===== config.mk =====
export PLATFORM = sky130hd
export DESIGN_NAME = ps2_rx_byte_flat
export DESIGN_NICKNAME = d
export VERILOG_FILES = /design/src/rtl/ps2_pkg.sv /design/src/rtl/ps2_rx_byte_if.sv /design/src/rtl/ps2_sync_filter.sv /design/src/rtl/ps2_rx_byte.sv /design/src/flat_wrapper.sv
export SDC_FILE = /design/constraint.sdc
export NUM_CORES = 1
export LEC_CHECK = 0
export ABC_CLOCK_PERIOD_IN_PS = 5250
export CAP_MARGIN = 20
export CORE_UTILIZATION = 51
export CTS_CLUSTER_SIZE = 40
export DETAILED_ROUTE_END_ITERATION = 10
export GPL_TIMING_DRIVEN = 0
export PLACE_DENSITY = 0.71
export SETUP_SLACK_MARGIN = 0.2
export SYNTH_ARGS = -nofsm -noshare
export SYNTH_HDL_FRONTEND = slang
export SYNTH_SLANG_ARGS = --single-unit

===== constraint.sdc =====
create_clock -name clk -period 5.25 [get_ports clk]
set_clock_uncertainty 0.1 [all_clocks]
set_input_delay 1.05 -clock clk [delete_from_list [all_inputs] [get_ports clk]]
set_output_delay 1.05 -clock clk [all_outputs]
set_load 0.02 [all_outputs]

===== src/rtl/ps2_pkg.sv =====
// ps2_pkg: shared types and constants for the PS/2 byte receiver.
//   ps2_rx_state_t : receiver FSM states
//   PS2_DATA_BITS  : data bits per frame
//   PS2_FRAME_BITS : total bits per frame (start + data + parity + stop)
//   odd_parity_ok  : true when data plus parity bit holds an odd number of ones
package ps2_pkg;

  typedef enum logic [1:0] {
    IDLE,
    DATA,
    PARITY,
    STOP
  } ps2_rx_state_t;

  localparam int PS2_DATA_BITS  = 8;
  localparam int PS2_FRAME_BITS = 11;

  function automatic logic odd_parity_ok(input logic [PS2_DATA_BITS-1:0] d,
                                         input logic                     p);
    return ^{d, p};
  endfunction

endpackage


===== src/rtl/ps2_rx_byte_if.sv =====
// ps2_rx_byte_if: PS/2 line pair plus the received-byte status bundle.
//   ps2_clk, ps2_data : raw PS/2 lines (device side drives)
//   out_byte          : last good byte
//   out_valid         : one-cycle strobe, out_byte valid
//   parity_err        : one-cycle strobe, frame had bad parity
//   frame_err         : one-cycle strobe, bad stop bit or timeout
//   busy              : receiver is mid-frame
// master = device/consumer side, slave = receiver.
interface ps2_rx_byte_if;
  import ps2_pkg::*;

  logic                     ps2_clk;
  logic                     ps2_data;
  logic [PS2_DATA_BITS-1:0] out_byte;
  logic                     out_valid;
  logic                     parity_err;
  logic                     frame_err;
  logic                     busy;

  modport master (
    output ps2_clk, ps2_data,
    input  out_byte, out_valid, parity_err, frame_err, busy
  );

  modport slave (
    input  ps2_clk, ps2_data,
    output out_byte, out_valid, parity_err, frame_err, busy
  );

endinterface


===== src/rtl/ps2_sync_filter.sv =====
// ps2_sync_filter: synchronises the raw PS/2 lines into the clk domain,
// debounces the PS/2 clock and emits a one-cycle pulse on each filtered fall.
//   clk, areset_n : system clock, async active-low reset
//   ps2_clk_i     : raw PS/2 clock
//   ps2_data_i    : raw PS/2 data
//   fall_o        : one-cycle pulse on each 1->0 of the filtered clock
//   data_o        : synchronised PS/2 data
module ps2_sync_filter #(
  parameter int FILTER_LEN = 4
) (
  input  logic clk,
  input  logic areset_n,
  input  logic ps2_clk_i,
  input  logic ps2_data_i,
  output logic fall_o,
  output logic data_o
);

  localparam logic [3:0] CNT_LAST = 4'(FILTER_LEN - 1);

  logic [1:0] clk_sync_q;
  logic [1:0] data_sync_q;
  logic       fclk_q, fclk_d;
  logic       fall_q, fall_d;
  logic [3:0] cnt_q,  cnt_d;

  always_ff @(posedge clk or negedge areset_n) begin
    if (!areset_n) begin
      clk_sync_q  <= 2'b11;
      data_sync_q <= 2'b11;
      fclk_q      <= 1'b1;
      fall_q      <= 1'b0;
      cnt_q       <= 4'd0;
    end else begin
      clk_sync_q  <= {clk_sync_q[0], ps2_clk_i};
      data_sync_q <= {data_sync_q[0], ps2_data_i};
      fclk_q      <= fclk_d;
      fall_q      <= fall_d;
      cnt_q       <= cnt_d;
    end
  end

  // The run counter restarts whenever the synchronised clock agrees with
  // fclk, so any excursion shorter than FILTER_LEN samples is discarded.
  always_comb begin
    fclk_d = fclk_q;
    fall_d = 1'b0;
    cnt_d  = 4'd0;
    if (clk_sync_q[1] != fclk_q) begin
      if (cnt_q == CNT_LAST) begin
        fclk_d = clk_sync_q[1];
        fall_d = fclk_q;
      end else begin
        cnt_d = cnt_q + 4'd1;
      end
    end
  end

  assign fall_o = fall_q;
  assign data_o = data_sync_q[1];

endmodule


===== src/rtl/ps2_rx_byte.sv =====
// ps2_rx_byte: deserialises 11-bit PS/2 frames (start, 8 data LSB first,
// odd parity, stop) and reports each frame as a one-cycle status strobe.
//   clk, areset_n : system clock, async active-low reset
//   bus (slave)   : ps2_clk/ps2_data in; out_byte, out_valid, parity_err,
//                   frame_err, busy out
// FILTER_LEN sets the PS/2 clock glitch filter length, TIMEOUT the number of
// cycles after the last filtered fall at which a stalled frame is aborted.
module ps2_rx_byte
  import ps2_pkg::*;
#(
  parameter int FILTER_LEN = 4,
  parameter int TIMEOUT    = 10000
) (
  input  logic         clk,
  input  logic         areset_n,
  ps2_rx_byte_if.slave bus
);

  localparam int             TW       = $clog2(TIMEOUT + 1);
  // The counter reads (cycles since last fall - 1); firing at TIMEOUT-2
  // lands the registered frame_err exactly TIMEOUT cycles after that fall.
  localparam logic [TW-1:0]  TMO_FIRE = TW'(TIMEOUT - 2);
  localparam logic [2:0]     LAST_BIT = 3'(PS2_DATA_BITS - 1);

  logic fall;
  logic data;

  ps2_sync_filter #(.FILTER_LEN(FILTER_LEN)) u_sync_filter (
    .clk        (clk),
    .areset_n   (areset_n),
    .ps2_clk_i  (bus.ps2_clk),
    .ps2_data_i (bus.ps2_data),
    .fall_o     (fall),
    .data_o     (data)
  );

  ps2_rx_state_t            state_q,      state_d;
  logic [PS2_DATA_BITS-1:0] shreg_q,      shreg_d;
  logic [2:0]               bit_cnt_q,    bit_cnt_d;
  logic                     par_q,        par_d;
  logic [TW-1:0]            tmo_q,        tmo_d;
  logic [PS2_DATA_BITS-1:0] out_byte_q,   out_byte_d;
  logic                     out_valid_q,  out_valid_d;
  logic                     parity_err_q, parity_err_d;
  logic                     frame_err_q,  frame_err_d;
  logic                     tmo_hit;

  always_ff @(posedge clk or negedge areset_n) begin
    if (!areset_n) begin
      state_q      <= IDLE;
      shreg_q      <= '0;
      bit_cnt_q    <= 3'd0;
      par_q        <= 1'b0;
      tmo_q        <= '0;
      out_byte_q   <= '0;
      out_valid_q  <= 1'b0;
      parity_err_q <= 1'b0;
      frame_err_q  <= 1'b0;
    end else begin
      state_q      <= state_d;
      shreg_q      <= shreg_d;
      bit_cnt_q    <= bit_cnt_d;
      par_q        <= par_d;
      tmo_q        <= tmo_d;
      out_byte_q   <= out_byte_d;
      out_valid_q  <= out_valid_d;
      parity_err_q <= parity_err_d;
      frame_err_q  <= frame_err_d;
    end
  end

  always_comb begin
    state_d      = state_q;
    shreg_d      = shreg_q;
    bit_cnt_d    = bit_cnt_q;
    par_d        = par_q;
    out_byte_d   = out_byte_q;
    out_valid_d  = 1'b0;
    parity_err_d = 1'b0;
    frame_err_d  = 1'b0;
    tmo_d        = (state_q == IDLE || fall) ? '0 : tmo_q + 1'b1;
    tmo_hit      = (state_q != IDLE) && (tmo_q == TMO_FIRE);

    // A timeout beats a coincident fall: the edge is dropped.
    if (tmo_hit) begin
      frame_err_d = 1'b1;
      state_d     = IDLE;
      shreg_d     = '0;
      bit_cnt_d   = 3'd0;
      tmo_d       = '0;
    end else if (fall) begin
      case (state_q)
        IDLE: begin
          if (!data) begin
            state_d   = DATA;
            bit_cnt_d = 3'd0;
          end
        end
        DATA: begin
          shreg_d   = {data, shreg_q[PS2_DATA_BITS-1:1]};
          bit_cnt_d = bit_cnt_q + 3'd1;
          if (bit_cnt_q == LAST_BIT) state_d = PARITY;
        end
        PARITY: begin
          par_d   = data;
          state_d = STOP;
        end
        STOP: begin
          state_d = IDLE;
          if (!data) begin
            frame_err_d = 1'b1;
          end else if (odd_parity_ok(shreg_q, par_q)) begin
            out_byte_d  = shreg_q;
            out_valid_d = 1'b1;
          end else begin
            parity_err_d = 1'b1;
          end
        end
        default: state_d = IDLE;
      endcase
    end
  end

  assign bus.out_byte   = out_byte_q;
  assign bus.out_valid  = out_valid_q;
  assign bus.parity_err = parity_err_q;
  assign bus.frame_err  = frame_err_q;
  assign bus.busy       = (state_q != IDLE);

endmodule


===== src/flat_wrapper.sv =====
// flat-port wrapper written by rule: the top's interface ports become plain ports
module ps2_rx_byte_flat import ps2_pkg::*;
#(
  parameter int FILTER_LEN = 4,
  parameter int TIMEOUT    = 10000
)
  (clk, areset_n, bus_ps2_clk, bus_ps2_data, bus_out_byte, bus_out_valid, bus_parity_err, bus_frame_err, bus_busy);
  ps2_rx_byte_if bus_i ();
  input  logic clk;
  input  logic areset_n;
  input wire logic [$bits(bus_i.ps2_clk)-1:0] bus_ps2_clk;
  input wire logic [$bits(bus_i.ps2_data)-1:0] bus_ps2_data;
  output wire logic [$bits(bus_i.out_byte)-1:0] bus_out_byte;
  output wire logic [$bits(bus_i.out_valid)-1:0] bus_out_valid;
  output wire logic [$bits(bus_i.parity_err)-1:0] bus_parity_err;
  output wire logic [$bits(bus_i.frame_err)-1:0] bus_frame_err;
  output wire logic [$bits(bus_i.busy)-1:0] bus_busy;
  assign bus_i.ps2_clk = bus_ps2_clk;
  assign bus_i.ps2_data = bus_ps2_data;
  assign bus_out_byte = bus_i.out_byte;
  assign bus_out_valid = bus_i.out_valid;
  assign bus_parity_err = bus_i.parity_err;
  assign bus_frame_err = bus_i.frame_err;
  assign bus_busy = bus_i.busy;
  ps2_rx_byte #(.FILTER_LEN(FILTER_LEN), .TIMEOUT(TIMEOUT)) u_core (.clk(clk), .areset_n(areset_n), .bus(bus_i));
endmodule

==> flow_summary.ini <==
[clocking]
clk_pin_slew_worst_paths_ns = 0.08
clockBufferDepth = 2
cts_buffers = 5
htree_levels = 2
cts_root_buf = clkbuf_8
clock-sinks = 49
cts_tree = built
clock_latency_ns = 0.30
post-cts-setup-buffers = 0
ctsResizeCount = 0
hold_buffers = 0

[timing]
drv_slew = 0
whs_ns = 0.261
final.min_clock_period_ns = 2.88
setup_viol = 0
fmax_mhz = 347
rsz0062_at_grt = false
hold_viol_final = 0
fin_crit_sh_pct = 54.9
tightest_slew_ns = 0.399
tns_ns = 0
max-slew-margin-rel_pct = 73.2

[cells_and_area]
final_core_util_pct = 62.6
drive_gt1_share_pct = 13.5
diodes = 0
nNetsFinal = 236
fillers = 321
synthToLayoutAreaGrowth_pct = 15.1

[worst_setup_path]
r2r_setup_slack_ns = 2.75
cp_max_fo = 5
startpoint = u_core.state_q[0]$_DFFE_PN0P_
critPathRequiredTime_ns = 4.10
regToRegStartpoint = u_core.state_q[0]$_DFFE_PN0P_
r2r-end = u_core.bus.out_byte[4]$_DFFE_PN0P_
arrival_ns = 1.73
worstRegToRegCells = 7
path_class = register to output pin
endpoint = bus_busy
startpoint_type = register
crit_path_end_kind = output pin

[synthesis]
yosysWarnings = 0
synth_nets = 213
syn_inst = 199
synth.area.mux_share_pct = 5.58
synthXorXnorAreaFrac_pct = 8.90
synth_edf_count = 0
synth-seq-cells = 49
async_reset_ff_share_pct = 100
synth_compound_area_share_pct = 4.96
syn_avg_cell_area_um2 = 11.2
ys_top_cells_by_area = dfrtp_1, dfstp_2, ha_1
synth_area_mm2 = 0.00222
synth_top_area_cell = dfrtp_1
synth_most_common_cell = dfrtp_1
synth_top_cell_area_share_pct = 49.6
synthAdderAreaFrac_pct = 5.63
synth_top_family_by_area = simple AND/OR/NAND/NOR gates
seq_area_frac_synth_pct = 55.5
synth_cell_types = 36
ys.flop_type = dfrtp_1
yosys.area_share.simple_pct = 17.1
synth.top_cells.by_count = dfrtp_1, nand2_1, nor2_1

[status]
status = completed

[global_route]
grt_pass1_wl_mm = 6.33
first_global_vias = 1440
grt_max_degree = 40
overflow = 0
track_usage_pct = 19.1
antenna_found_initial = 0

[route]
vias = 1409
top_layer = met4
wl_met3_um = 99
wl_per_cell_um = 13.2
wl_mm = 3.61
postRouteAntennaNets = 0
drc_errors = 0
wl_met1_mm = 1.71
vias_per_cell = 5.16
route.met2.wl_mm = 1.74
first_pass_iters = 4
drtIter0Drc = 64

[min_path]
worstHoldPathType = register to register

[pwr]
power.share.sequential_pct = 52.0
cellPowerDensity_mw_per_mm2 = 323
p_sw_share_pct = 26.4
pwr-share-clk_pct = 31.2
ir_drop_v = 0.000152
p_sw_mw = 0.218
intPower_mw = 0.608
pwr-share-comb_pct = 16.9
leakage_nw = 1.19

[placement]
place_hpwl_mm = 2.62
numPortBuffers = 15
place.gp.congestion = 0.842

[floorplanning]
rows = 23
core_mm2 = 0.00409
start_util_pct = 54.3
die_h_um = 68.0
ioPinCount = 16
die_x_um = 68.0
dieArea_mm2 = 0.00462

[run]
maxCapViolations = 0
final cells by class:
cell class	count	area (um2)	share of cell area [%]
sequential	49	1230	48.2
buffer	5	25.0	0.979
multi-input combinational	138	937	36.7
tap	50	62.6	2.45
clock buffer	6	72.6	2.84
timing repair buffer	16	165	6.46
clock inverter	2	35.0	1.37
inverter	7	26.3	1.03
kinds of logic (layout without fill, tap and decap cells):
group / Yosys count / in the layout
XOR/XNOR: 21 / 21
AND/OR/NAND/NOR: 77 / 77
flip-flops: 49 / 49
buffers and inverters: 12 / 36
AO/OA/AOI/OAI: 19 / 19
adder cells (fa/ha/maj): 10 / 10
multiplexers: 11 / 11
critical path: stages, from the launching register on:
cell and delay [ns]:
dfrtp_1 0.40, inv_1 0.10, ha_1 0.27, inv_1 0.07, clkdlybuf4s50_1 0.59
worst min-delay path by stage:
| stage | startpoint | end | slack [ns] | cells after the start |
|---|---|---|---|---|
| after floorplan | u_core.u_sync_filter.clk_sync_q[0]$_DFF_PN1_ | u_core.u_sync_filter.clk_sync_q[1]$_DFF_PN1_ | 0.25 | 0 |
| after global placement | u_core.u_sync_filter.data_sync_q[0]$_DFF_PN1_ | u_core.u_sync_filter.data_sync_q[1]$_DFF_PN1_ | 0.25 | 0 |
| after detailed placement | u_core.u_sync_filter.clk_sync_q[0]$_DFF_PN1_ | u_core.u_sync_filter.clk_sync_q[1]$_DFF_PN1_ | 0.25 | 0 |
| after CTS | u_core.u_sync_filter.data_sync_q[0]$_DFF_PN1_ | u_core.u_sync_filter.data_sync_q[1]$_DFF_PN1_ | 0.26 | 0 |
| after global routing | u_core.u_sync_filter.data_sync_q[0]$_DFF_PN1_ | u_core.u_sync_filter.data_sync_q[1]$_DFF_PN1_ | 0.26 | 0 |
| final | u_core.u_sync_filter.data_sync_q[0]$_DFF_PN1_ | u_core.u_sync_filter.data_sync_q[1]$_DFF_PN1_ | 0.26 | 0 |
layout by cell type, fill, tap and decap left out, drive strengths merged, types with 3 or more instances in the layout:
cell	n
o21ai	5
clkdlybuf4s50	14
dfrtp	44
inv	7
nand3	7
nand4	3
xnor2	9
clkbuf	8
ha	10
buf	5
nand2	29
nor2	20
xor2	11
nor3	4
a21oi	9
dfstp	5
mux2	11
power by group through the flow:
stage	Sequential [mW]	Clock, mW	Combinational, mW
after floorplan	0.432	0	0.0996
after global placement	0.435	0	0.131
after detailed placement	0.437	0	0.142
after CTS	0.429	0.270	0.143
after global routing	0.434	0.283	0.159
final	0.430	0.258	0.139
sequential cells by signal, indices dropped and copies added, names as in the netlist, 2 cells and up:
| name | flops |
|---|---|
| u_core.u_sync_filter.data_sync_q | 2 |
| u_core.bus.out_byte | 8 |
| u_core.u_sync_filter.cnt_q | 4 |
| u_core.u_sync_filter.clk_sync_q | 2 |
| u_core.bit_cnt_q | 3 |
| u_core.state_q | 2 |
| u_core.tmo_q | 14 |
| u_core.shreg_q | 8 |
per-stage QoR:
step	std cells	total power, mW	area, um2	setup slack, ns
2_1_floorplan	199	0.532	2220	3.00
3_3_place_gp	264	0.566	2430	1.79
3_5_place_dp	265	0.579	2450	2.68
4_1_cts	273	0.842	2560	2.35
5_1_grt	273	0.876	2560	2.31
6_report	273	0.827	2560	2.37
metal layers:
layer,GRT usage [%],up-vias
li1,-,708
met1,22.8,677
met2,31.7,19
met3,5.00,5
met4,9.38,0
met5,0,-
No activity file was read; power rests on OpenSTA's default activity.
